[config.mk]
export PLATFORM = sky130hd
export DESIGN_NAME = point_tracker
export DESIGN_NICKNAME = d
export VERILOG_FILES = /design/src/rtl/point_tracker_pkg.sv /design/src/rtl/serial_divider.sv /design/src/rtl/point_tracker.sv
export SDC_FILE = /design/constraint.sdc
export NUM_CORES = 1
export LEC_CHECK = 0
export ABC_AREA = 1
export CORE_MARGIN = 2
export CORE_UTILIZATION = 40
export DETAILED_ROUTE_END_ITERATION = 7
export DONT_BUFFER_PORTS = 1
export PLACE_DENSITY = 0.65
export SLEW_MARGIN = 40
export SYNTH_ARGS = -nofsm -noshare
export SYNTH_HDL_FRONTEND = slang
export SYNTH_SLANG_ARGS = --single-unit
export TNS_END_PERCENT = 50
[constraint.sdc]
create_clock -name i_clk -period 6.3 [get_ports i_clk]
set_input_delay 0.945 -clock i_clk [delete_from_list [all_inputs] [get_ports i_clk]]
set_output_delay 0.945 -clock i_clk [all_outputs]
set_load 0.03 [all_outputs]
[src/rtl/point_tracker_pkg.sv]
// rtl/point_tracker_pkg.sv - shared constants, FSM state type and marker test for point_tracker
package point_tracker_pkg;

  localparam int unsigned FRAME_W_DEF = 640;
  localparam int unsigned FRAME_H_DEF = 480;

  localparam int unsigned SUM_H_W    = 29;
  localparam int unsigned SUM_V_W    = 28;
  localparam int unsigned CNT_W      = 19;
  localparam int unsigned DIV_CYCLES = 29;

  typedef enum logic [1:0] {
    IDLE,
    DIV_H,
    DIV_V,
    EMIT
  } tracker_state_t;

  // Colour layout is {R, G, B}, 10 bits each.
  function automatic logic is_marker(input logic        valid,
                                     input logic [29:0] color,
                                     input logic [9:0]  g_th,
                                     input logic [9:0]  rb_th);
    return valid && (color[19:10] >= g_th) && (color[29:20] < rb_th) && (color[9:0] < rb_th);
  endfunction

endpackage

[src/rtl/serial_divider.sv]
// rtl/serial_divider.sv - restoring shift-subtract divider, one quotient bit per cycle
// The first bit is resolved on the start edge so o_done lands on the 29th cycle after start.
module serial_divider
  import point_tracker_pkg::*;
(
  input  logic               i_clk,
  input  logic               i_rst,
  input  logic               i_start,
  input  logic [SUM_H_W-1:0] i_dividend,
  input  logic [CNT_W-1:0]   i_divisor,
  output logic [SUM_H_W-1:0] o_quot,
  output logic               o_done
);

  logic [CNT_W-1:0]   rem_q, rem_d;
  logic [CNT_W-1:0]   div_q, div_d;
  logic [SUM_H_W-1:0] quot_q, quot_d;
  logic [4:0]         step_q, step_d;
  logic               busy_q, busy_d;

  logic [CNT_W-1:0]   rem_in, div_in;
  logic [SUM_H_W-1:0] quot_in;
  logic [CNT_W:0]     trial;
  logic               fits;

  assign o_done = busy_q && (step_q == 5'(DIV_CYCLES));
  assign o_quot = quot_q;

  always_comb begin
    rem_in  = i_start ? '0 : rem_q;
    quot_in = i_start ? i_dividend : quot_q;
    div_in  = i_start ? i_divisor : div_q;
    trial   = {rem_in, quot_in[SUM_H_W-1]};
    fits    = trial >= {1'b0, div_in};

    rem_d  = rem_q;
    div_d  = div_q;
    quot_d = quot_q;
    step_d = step_q;
    busy_d = busy_q;

    if (i_start || (busy_q && !o_done)) begin
      div_d  = div_in;
      quot_d = {quot_in[SUM_H_W-2:0], fits};
      rem_d  = fits ? CNT_W'(trial - {1'b0, div_in}) : trial[CNT_W-1:0];
      step_d = i_start ? 5'd1 : step_q + 5'd1;
      busy_d = 1'b1;
    end else if (o_done) begin
      busy_d = 1'b0;
    end
  end

  always_ff @(posedge i_clk) begin
    if (i_rst) begin
      rem_q  <= '0;
      div_q  <= '0;
      quot_q <= '0;
      step_q <= '0;
      busy_q <= 1'b0;
    end else begin
      rem_q  <= rem_d;
      div_q  <= div_d;
      quot_q <= quot_d;
      step_q <= step_d;
      busy_q <= busy_d;
    end
  end

endmodule

[src/rtl/point_tracker.sv]
// rtl/point_tracker.sv - per-frame marker centroid producer for the trajectory overlay
// Optional feature: POINT_TRACKER_SMOOTH_EN averages each new point with the previous output.
module point_tracker
  import point_tracker_pkg::*;
#(
  parameter int unsigned      FRAME_W   = FRAME_W_DEF,
  parameter int unsigned      FRAME_H   = FRAME_H_DEF,
  parameter logic [9:0]       G_TH      = 10'd600,
  parameter logic [9:0]       RB_TH     = 10'd300,
  parameter logic [CNT_W-1:0] MIN_COUNT = 19'd64
) (
  input  logic        i_clk,
  input  logic        i_rst,
  input  logic [29:0] i_color,
  input  logic [9:0]  i_h,
  input  logic [9:0]  i_v,
  input  logic        i_valid,
  output logic [9:0]  o_pointH,
  output logic [9:0]  o_pointV,
  output logic        o_pointVAL,
  output logic        o_busy
);

  localparam logic [9:0] LAST_H = 10'(FRAME_W - 1);
  localparam logic [9:0] LAST_V = 10'(FRAME_H - 1);

  tracker_state_t state_q, state_d;

  logic               marker, frame_end;
  logic [SUM_H_W-1:0] sum_h_q, sum_h_d, sum_h_now;
  logic [SUM_V_W-1:0] sum_v_q, sum_v_d, sum_v_now;
  logic [CNT_W-1:0]   cnt_q, cnt_d, cnt_now;
  logic [SUM_V_W-1:0] snap_v_q;
  logic [CNT_W-1:0]   snap_c_q;
  logic               snap_load;

  logic               div_start, div_done;
  logic [SUM_H_W-1:0] div_dividend, div_quot;
  logic [CNT_W-1:0]   div_divisor;
  logic               unused_quot_hi;

  logic               qh_load, emit_load;
  logic [9:0]         quot_h_q;
  logic [9:0]         point_h_q, point_v_q;
  logic               point_val_q;
  logic [9:0]         new_h, new_v;

  assign marker    = is_marker(i_valid, i_color, G_TH, RB_TH);
  assign frame_end = i_valid && (i_h == LAST_H) && (i_v == LAST_V);
  assign snap_load = frame_end && (state_q == IDLE);

  // sum_*_now include the current pixel so the frame-end pixel lands in the snapshot.
  always_comb begin
    sum_h_now = sum_h_q;
    sum_v_now = sum_v_q;
    cnt_now   = cnt_q;
    if (marker) begin
      sum_h_now = sum_h_q + SUM_H_W'(i_h);
      sum_v_now = sum_v_q + SUM_V_W'(i_v);
      cnt_now   = cnt_q + CNT_W'(1);
    end
    sum_h_d = frame_end ? '0 : sum_h_now;
    sum_v_d = frame_end ? '0 : sum_v_now;
    cnt_d   = frame_end ? '0 : cnt_now;
  end

  always_ff @(posedge i_clk) begin
    if (i_rst) begin
      sum_h_q  <= '0;
      sum_v_q  <= '0;
      cnt_q    <= '0;
      snap_v_q <= '0;
      snap_c_q <= '0;
    end else begin
      sum_h_q <= sum_h_d;
      sum_v_q <= sum_v_d;
      cnt_q   <= cnt_d;
      if (snap_load) begin
        snap_v_q <= sum_v_now;
        snap_c_q <= cnt_now;
      end
    end
  end

  // The horizontal division starts on the frame-end edge itself; the divider's
  // operand registers hold the horizontal snapshot from then on.
  always_comb begin
    state_d      = state_q;
    div_start    = 1'b0;
    div_dividend = sum_h_now;
    div_divisor  = cnt_now;
    qh_load      = 1'b0;
    emit_load    = 1'b0;
    case (state_q)
      IDLE: begin
        if (frame_end && (cnt_now >= MIN_COUNT)) begin
          state_d   = DIV_H;
          div_start = 1'b1;
        end
      end
      DIV_H: begin
        if (div_done) begin
          state_d      = DIV_V;
          div_start    = 1'b1;
          div_dividend = {1'b0, snap_v_q};
          div_divisor  = snap_c_q;
          qh_load      = 1'b1;
        end
      end
      DIV_V: begin
        if (div_done) begin
          state_d   = EMIT;
          emit_load = 1'b1;
        end
      end
      EMIT:    state_d = IDLE;
      default: state_d = IDLE;
    endcase
  end

  always_ff @(posedge i_clk) begin
    if (i_rst) begin
      state_q <= IDLE;
    end else begin
      state_q <= state_d;
    end
  end

  serial_divider u_div (
    .i_clk      (i_clk),
    .i_rst      (i_rst),
    .i_start    (div_start),
    .i_dividend (div_dividend),
    .i_divisor  (div_divisor),
    .o_quot     (div_quot),
    .o_done     (div_done)
  );

  // Quotient never exceeds FRAME_W-1, so the upper bits are always zero.
  assign unused_quot_hi = &div_quot[SUM_H_W-1:10];

`ifdef POINT_TRACKER_SMOOTH_EN
  logic        have_prev_q;
  logic [10:0] avg_h_sum, avg_v_sum;
  logic        unused_avg_lsb;

  assign avg_h_sum      = {1'b0, point_h_q} + {1'b0, quot_h_q} + 11'd1;
  assign avg_v_sum      = {1'b0, point_v_q} + {1'b0, div_quot[9:0]} + 11'd1;
  assign unused_avg_lsb = avg_h_sum[0] ^ avg_v_sum[0];
  assign new_h          = have_prev_q ? avg_h_sum[10:1] : quot_h_q;
  assign new_v          = have_prev_q ? avg_v_sum[10:1] : div_quot[9:0];

  always_ff @(posedge i_clk) begin
    if (i_rst) begin
      have_prev_q <= 1'b0;
    end else if (emit_load) begin
      have_prev_q <= 1'b1;
    end
  end
`else
  assign new_h = quot_h_q;
  assign new_v = div_quot[9:0];
`endif

  always_ff @(posedge i_clk) begin
    if (i_rst) begin
      quot_h_q    <= '0;
      point_h_q   <= '0;
      point_v_q   <= '0;
      point_val_q <= 1'b0;
    end else begin
      point_val_q <= emit_load;
      if (qh_load) begin
        quot_h_q <= div_quot[9:0];
      end
      if (emit_load) begin
        point_h_q <= new_h;
        point_v_q <= new_v;
      end
    end
  end

  assign o_pointH   = point_h_q;
  assign o_pointV   = point_v_q;
  assign o_pointVAL = point_val_q;
  assign o_busy     = (state_q != IDLE);

endmodule

==> results.yml, run 1 <==
pwr:
  power-per-cell-area_nw_per_um2: 233
  p_leak_nw: 5.81
  total_power_mw: 3.11
  ir_worst_vdd_uv: 177
floorplanning:
  die-area_um2: 32000
  start_util_pct: 40.4
  die_y_um: 179
  die_w_um: 179
  rows: 64
  io_pins: 75
  core-area_um2: 30300
timing:
  skew_ns: 0.0121
  tightestPinTransition_ns: 0.799
  min_period_ns: 5.56
  maxSlewViolCount: 0
  setup-tns-final_ns: 0
  worst_slack_ns: 0.740
  post-route-period-util_pct: 88.3
  slew-limit-headroom_pct: 46.7
  max_freq_mhz: 180
  hold_viol: 0
  rsz0062_at_grt: "no"
  holdWs_ns: 0.474
  finalSetupViolCount: 0
synthesis:
  synth_nets: 1860
  synth-seq-cells: 229
  syn-instance-count: 1759
  ys_types: 51
  synth_ff_type: "dfxtp_1"
  synth-edff-count: 0
  syn-cell-area_um2: 12300
  ys_warn_count: 0
  syn_area_per_cell_um2: 6.97
  ys_seq_area_share_pct: 37.4
  synthArstFlopShare_pct: 0
worst_setup_path:
  start_kind: "input pin"
  critPathTopFamily: "compound AO/OA/AOI/OAI gates"
  worst-path-buf-inv: 5
  regToRegStartpoint: "cnt_q[0]"
  crit_start: "i_color[29]"
  crit_fanout: 23
  worstSetupEndpointType: "flip-flop"
  path_class: "input pin to flip-flop"
  cpPeakStageDelay_ns: 0.41
  path_common_cell: "nand2_1"
  cp.arrival_ns: 5.97
  cp_slowest_cell: "ha_1"
  worstPathRequired_ns: 6.71
finish:
  n_antenna_cell: 0
  drive_gt1_share_pct: 5.56
  area_growth_pct: 9.19
  nNetsFinal: 1828
  stdcell_count: 2141
routing:
  vias: 10952
  wl_per_cell_um: 14.7
  wirelength_mm: 31.5
  routed_via_density: 5.12
  firstDrtPassIters: 5
  ant_nets: 0
  drc_errors: 0
  drtIter0Drc: 828
worst_hold_path:
  hold_class: "flip-flop to flip-flop"
  worstHoldStart: "u_div.o_quot[25]"
placed_design:
  hpwlAfterDp_mm: 22.4
  portBuffers: 0
  place_ws_ns: 0.244
  gp_congestion: 0.890
  dp_cells: 2097
cts:
  clkSinkCount: 229
  path_clk_slew_ns: 0.06
  cts_inserted_buffers: 24
  cts_root_buffer: "clkbuf_16"
  clk_latency_ns: 0.53
  postCtsHoldBufs: 0
  cts_buffer_depth: 3
  postCtsSetupBuffers: 0
  cts.repair.resized: 0
  htreeDepth: 1
  cts_tree: "yes"
global_route:
  grt_first_pass_wirelength_mm: 50.8
  grt.overflow.total: 0
  antenna_found_initial: 0
  grt_max_degree: 76
  grtUsageTotal_pct: 19.7
  first_global_vias: 10236
job:
  drv_cap: 0
status:
  status: "complete, no violations"
flip-flops by register name, summed over array words and instances (netlist names):
| signal | flops |
|---|---|
| state_q | 2 |
| new_h | 10 |
| o_pointH | 10 |
| u_div.rem_q | 19 |
| snap_c_q | 19 |
| sum_v_q | 28 |
| u_div.step_q | 5 |
| sum_h_q | 29 |
| u_div.busy_q | 1 |
| o_pointV | 10 |
| u_div.o_quot | 29 |
| snap_v_q | 28 |
| o_pointVAL | 1 |
| cnt_q | 19 |
| u_div.div_q | 19 |
synth_stat cells (all sizes together), types with 25 or more instances:
cell type,count,area (µm²)
a21oi,99,503
xor2,51,447
o21ai,115,576
nor3,25,130
nand3,84,440
o211ai,53,398
nand2,421,1620
inv,218,821
clkbuf,50,189
dfxtp,229,4580
nor2,240,938
ha,45,563
where the power goes:
part / internal (mW) / switching [mW] / leakage (nW)
Sequential: 1.46 / 0.00452 / 1.84
Clock: 0.906 / 0.603 / 0.422
Combinational: 0.0361 / 0.108 / 3.55
Total: 2.40 / 0.716 / 5.81
cell families (layout without fill, tap and decap cells):
logic type | after synthesis | in the layout | synth area share [%]
flip-flops | 229 | 229 | 37.4
buffers and inverters | 292 | 278 | 9.74
XOR/XNOR | 74 | 74 | 5.29
adder cells (fa/ha/maj) | 48 | 48 | 5.09
AND/OR/NAND/NOR | 803 | 803 | 27.2
AO/OA/AOI/OAI | 306 | 306 | 14.7
multiplexers | 7 | 7 | 0.572
per-stage QoR:
step	area, µm²	util (%)
finish	13400	44.1
global route	13400	44.1
CTS	13400	44.1
detailed placement	12500	41.3
global placement	12500	41.3
floorplan	12300	-
placed cells by master, fill, tap and decap left out, types with 5 or more instances in the layout:
master     instances
a21oi_1           97
buf_4             15
clkbuf_16         24
clkbuf_8           7
clkinv_2           6
dfxtp_1          229
ha_1              45
inv_1            210
inv_2              7
mux2i_1            7
nand2_1          411
nand2_2            6
nand3_1           80
nand4_1           19
nor2_1           227
nor2_2            10
nor3_1            24
nor4_1             5
o211ai_1          53
o21ai_0          105
o21ai_1           10
o221ai_1          19
xnor2_1           23
xor2_1            51
area by class of cell:
cell class                 instances  area (µm²)
clock inverter                    10         136
fill                            3099       17000
multi-input combinational       1238        6500
inverter                         218         821
timing repair buffer              16         133
clock buffer                      34         708
sequential                       229        4580
tap                              396         495
worst register-to-register path: cells and delay by family, from the launching register on:
family / cells / cell delay (ns)
simple gates: 14 / 1.63
compound gates: 9 / 1.60
fa+ha+maj: 2 / 0.84
buf+inv: 4 / 0.78
flops: 1 / 0.48
metal layers:
layer | routed length (µm) | vias up | part of all wire (%) | track usage, %
li1 | - | 5622 | - | -
met1 | 14300 | 5030 | 45 | 25.5
met2 | 14900 | 243 | 47 | 34.2
met3 | 1400 | 57 | 4.4 | 2.18
met4 | 852 | 0 | 2.7 | 5.89
met5 | 0 | - | 0 | 0
worst paths after layout:
path                            slack [ns]          endpoint  depth (start not counted)
worst min register to register        0.47  u_div.o_quot[25]                          2
worst max-delay path                  0.74    u_div.rem_q[5]                         29
worst max register to register        0.85    u_div.rem_q[5]                         29
worst min-delay path                  0.47  u_div.o_quot[25]                          2
Note: power is estimated with default switching activity, not from simulation.
==> run 2, diff against run 1 <==
Settings changed: DONT_BUFFER_PORTS 1 to default, PLACE_DENSITY 0.65 to 0.68.
==> results.yml, run 2 (same netlist as run 1, synthesis figures left out) <==
status:
  status: "complete, no violations"
floorplanning:
  die_y_um: 179
  rows: 64
  die-area_um2: 32000
  core-area_um2: 30300
  die_w_um: 179
  start_util_pct: 40.4
  io_pins: 75
worst_hold_path:
  hold_class: "flip-flop to flip-flop"
  whs_path_depth: 2
  worstHoldStart: "o_pointV[6]"
finish:
  utilization_pct: 46.2
  nNetsFinal: 1902
  n_antenna_cell: 0
  final_common_cell: "nand2_1"
  area_growth_pct: 14.5
  mostFrequentLayoutCells: "nand2_1, dfxtp_1, nor2_1"
  drive_gt1_share_pct: 5.56
worst_setup_path:
  crit_fanout: 19
  cp.arrival_ns: 5.85
  worst-path-buf-inv: 7
  cp.depth: 32
  start_kind: "input pin"
  path_class: "input pin to flip-flop"
  rr_worst_depth: 30
  path_common_cell: "nand2_1"
  cpPeakStageDelay_ns: 0.52
  cp_slowest_cell: "clkdlybuf4s50_1"
  crit_start: "i_valid"
  critPathTopFamily: "buffers and inverters"
  worstSetupEndpointType: "flip-flop"
  regToRegStartpoint: "cnt_q[0]"
  worstPathRequired_ns: 6.68
cts:
  cts_buffer_depth: 3
  cts.repair.resized: 0
  postCtsSetupBuffers: 0
  path_clk_slew_ns: 0.06
  clkSinkCount: 229
  clk_latency_ns: 0.54
  htreeDepth: 1
  cts_root_buffer: "clkbuf_16"
  postCtsHoldBufs: 0
  cts_tree: "yes"
  cts_inserted_buffers: 25
timing:
  maxSlewViolCount: 0
  skew_ns: 0.0121
  slew-limit-headroom_pct: 49.3
  setup-tns-final_ns: 0
  max_freq_mhz: 183
  rsz0062_at_grt: "no"
  tightestPinTransition_ns: 0.758
  finalSetupViolCount: 0
  min_period_ns: 5.46
  hold_viol: 0
  post-route-period-util_pct: 86.7
routing:
  routed_via_density: 5.08
  drc_errors: 0
  drtIter0Drc: 666
  firstDrtPassIters: 5
  vias: 11245
  wl_per_cell_um: 14.2
  wirelength_mm: 31.5
  ant_nets: 0
pwr:
  power-per-cell-area_nw_per_um2: 221
  p_leak_nw: 6.05
  ir_worst_vdd_uv: 170
placed_design:
  gp_congestion: 0.867
  portBuffers: 67
  hpwlAfterDp_mm: 22.5
global_route:
  grt.overflow.total: 0
  antenna_found_initial: 0
  grt_first_pass_wirelength_mm: 51.8
  first_global_vias: 10629
  grt_max_degree: 58
  grtUsageTotal_pct: 19.9
job:
  drv_cap: 0
-- run 2: cell types whose count changed in the layout (fill, tap and decap cells not counted), moves of 2 or more --
cell | previous run | this run
buf_4 | 15 | 21
bufinv_16 | 3 | 1
clkbuf_1 | 3 | 5
clkbuf_8 | 7 | 5
clkdlybuf4s50_1 | 0 | 66
clkinv_2 | 6 | 2
clkinvlp_4 | 0 | 2
-- run 2: metal layers --
| layer | routed length, µm | track usage, % |
|---|---|---|
| met1 | 14300 | 25.9 |
| met2 | 15000 | 34.8 |
| met3 | 1390 | 2.21 |
| met4 | 768 | 5.12 |
| met5 | 0 | 0 |
-- run 2: path summary, 6_finish.rpt --
kind                     to  slack [ns]
max          u_div.rem_q[6]        0.84
min             o_pointV[6]        0.46
max reg2reg  u_div.rem_q[6]        1.31
min reg2reg     o_pointV[6]        0.46
-- run 2: worst min-delay path, cell delays in order (launching register included) --
cell and delay, ns:
dfxtp_1 0.30, nand2_1 0.06, a21oi_1 0.05
-- run 2: cell type report --
type                       count  area [µm²]
clock buffer                  35         713
tap                          396         495
timing repair buffer          89         843
sequential                   229        4580
fill                        3087       16300
inverter                     218         821
clock inverter                 7        86.3
multi-input combinational   1238        6490
-- run 2: through the flow --
step           area (µm²)  std cells  power, mW  worst slack, ns  hold WS (ns)
6_report            14000       2212       3.09            0.836         0.464
3_5_place_dp        13200       2170       1.69            0.262         0.456
4_1_cts             14000       2212       3.11            0.783         0.465
2_1_floorplan       12300       1759       1.60             1.50         0.436
3_3_place_gp        13200       2170       1.68            0.266         0.449
5_1_grt             14000       2212       3.20            0.375         0.485
-- run 2: where the power goes --
group,internal [mW],switching [mW]
combinational,0.0697,0.132
sequential,1.46,0.00451
clock,0.833,0.600
==> run 3, diff against run 2 <==
Settings changed: CAP_MARGIN from default to 25, SKIP_LAST_GASP from default to 1.
==> results of run 3 <==
The final DEF is identical to that of run 2; final timing and power are the same.
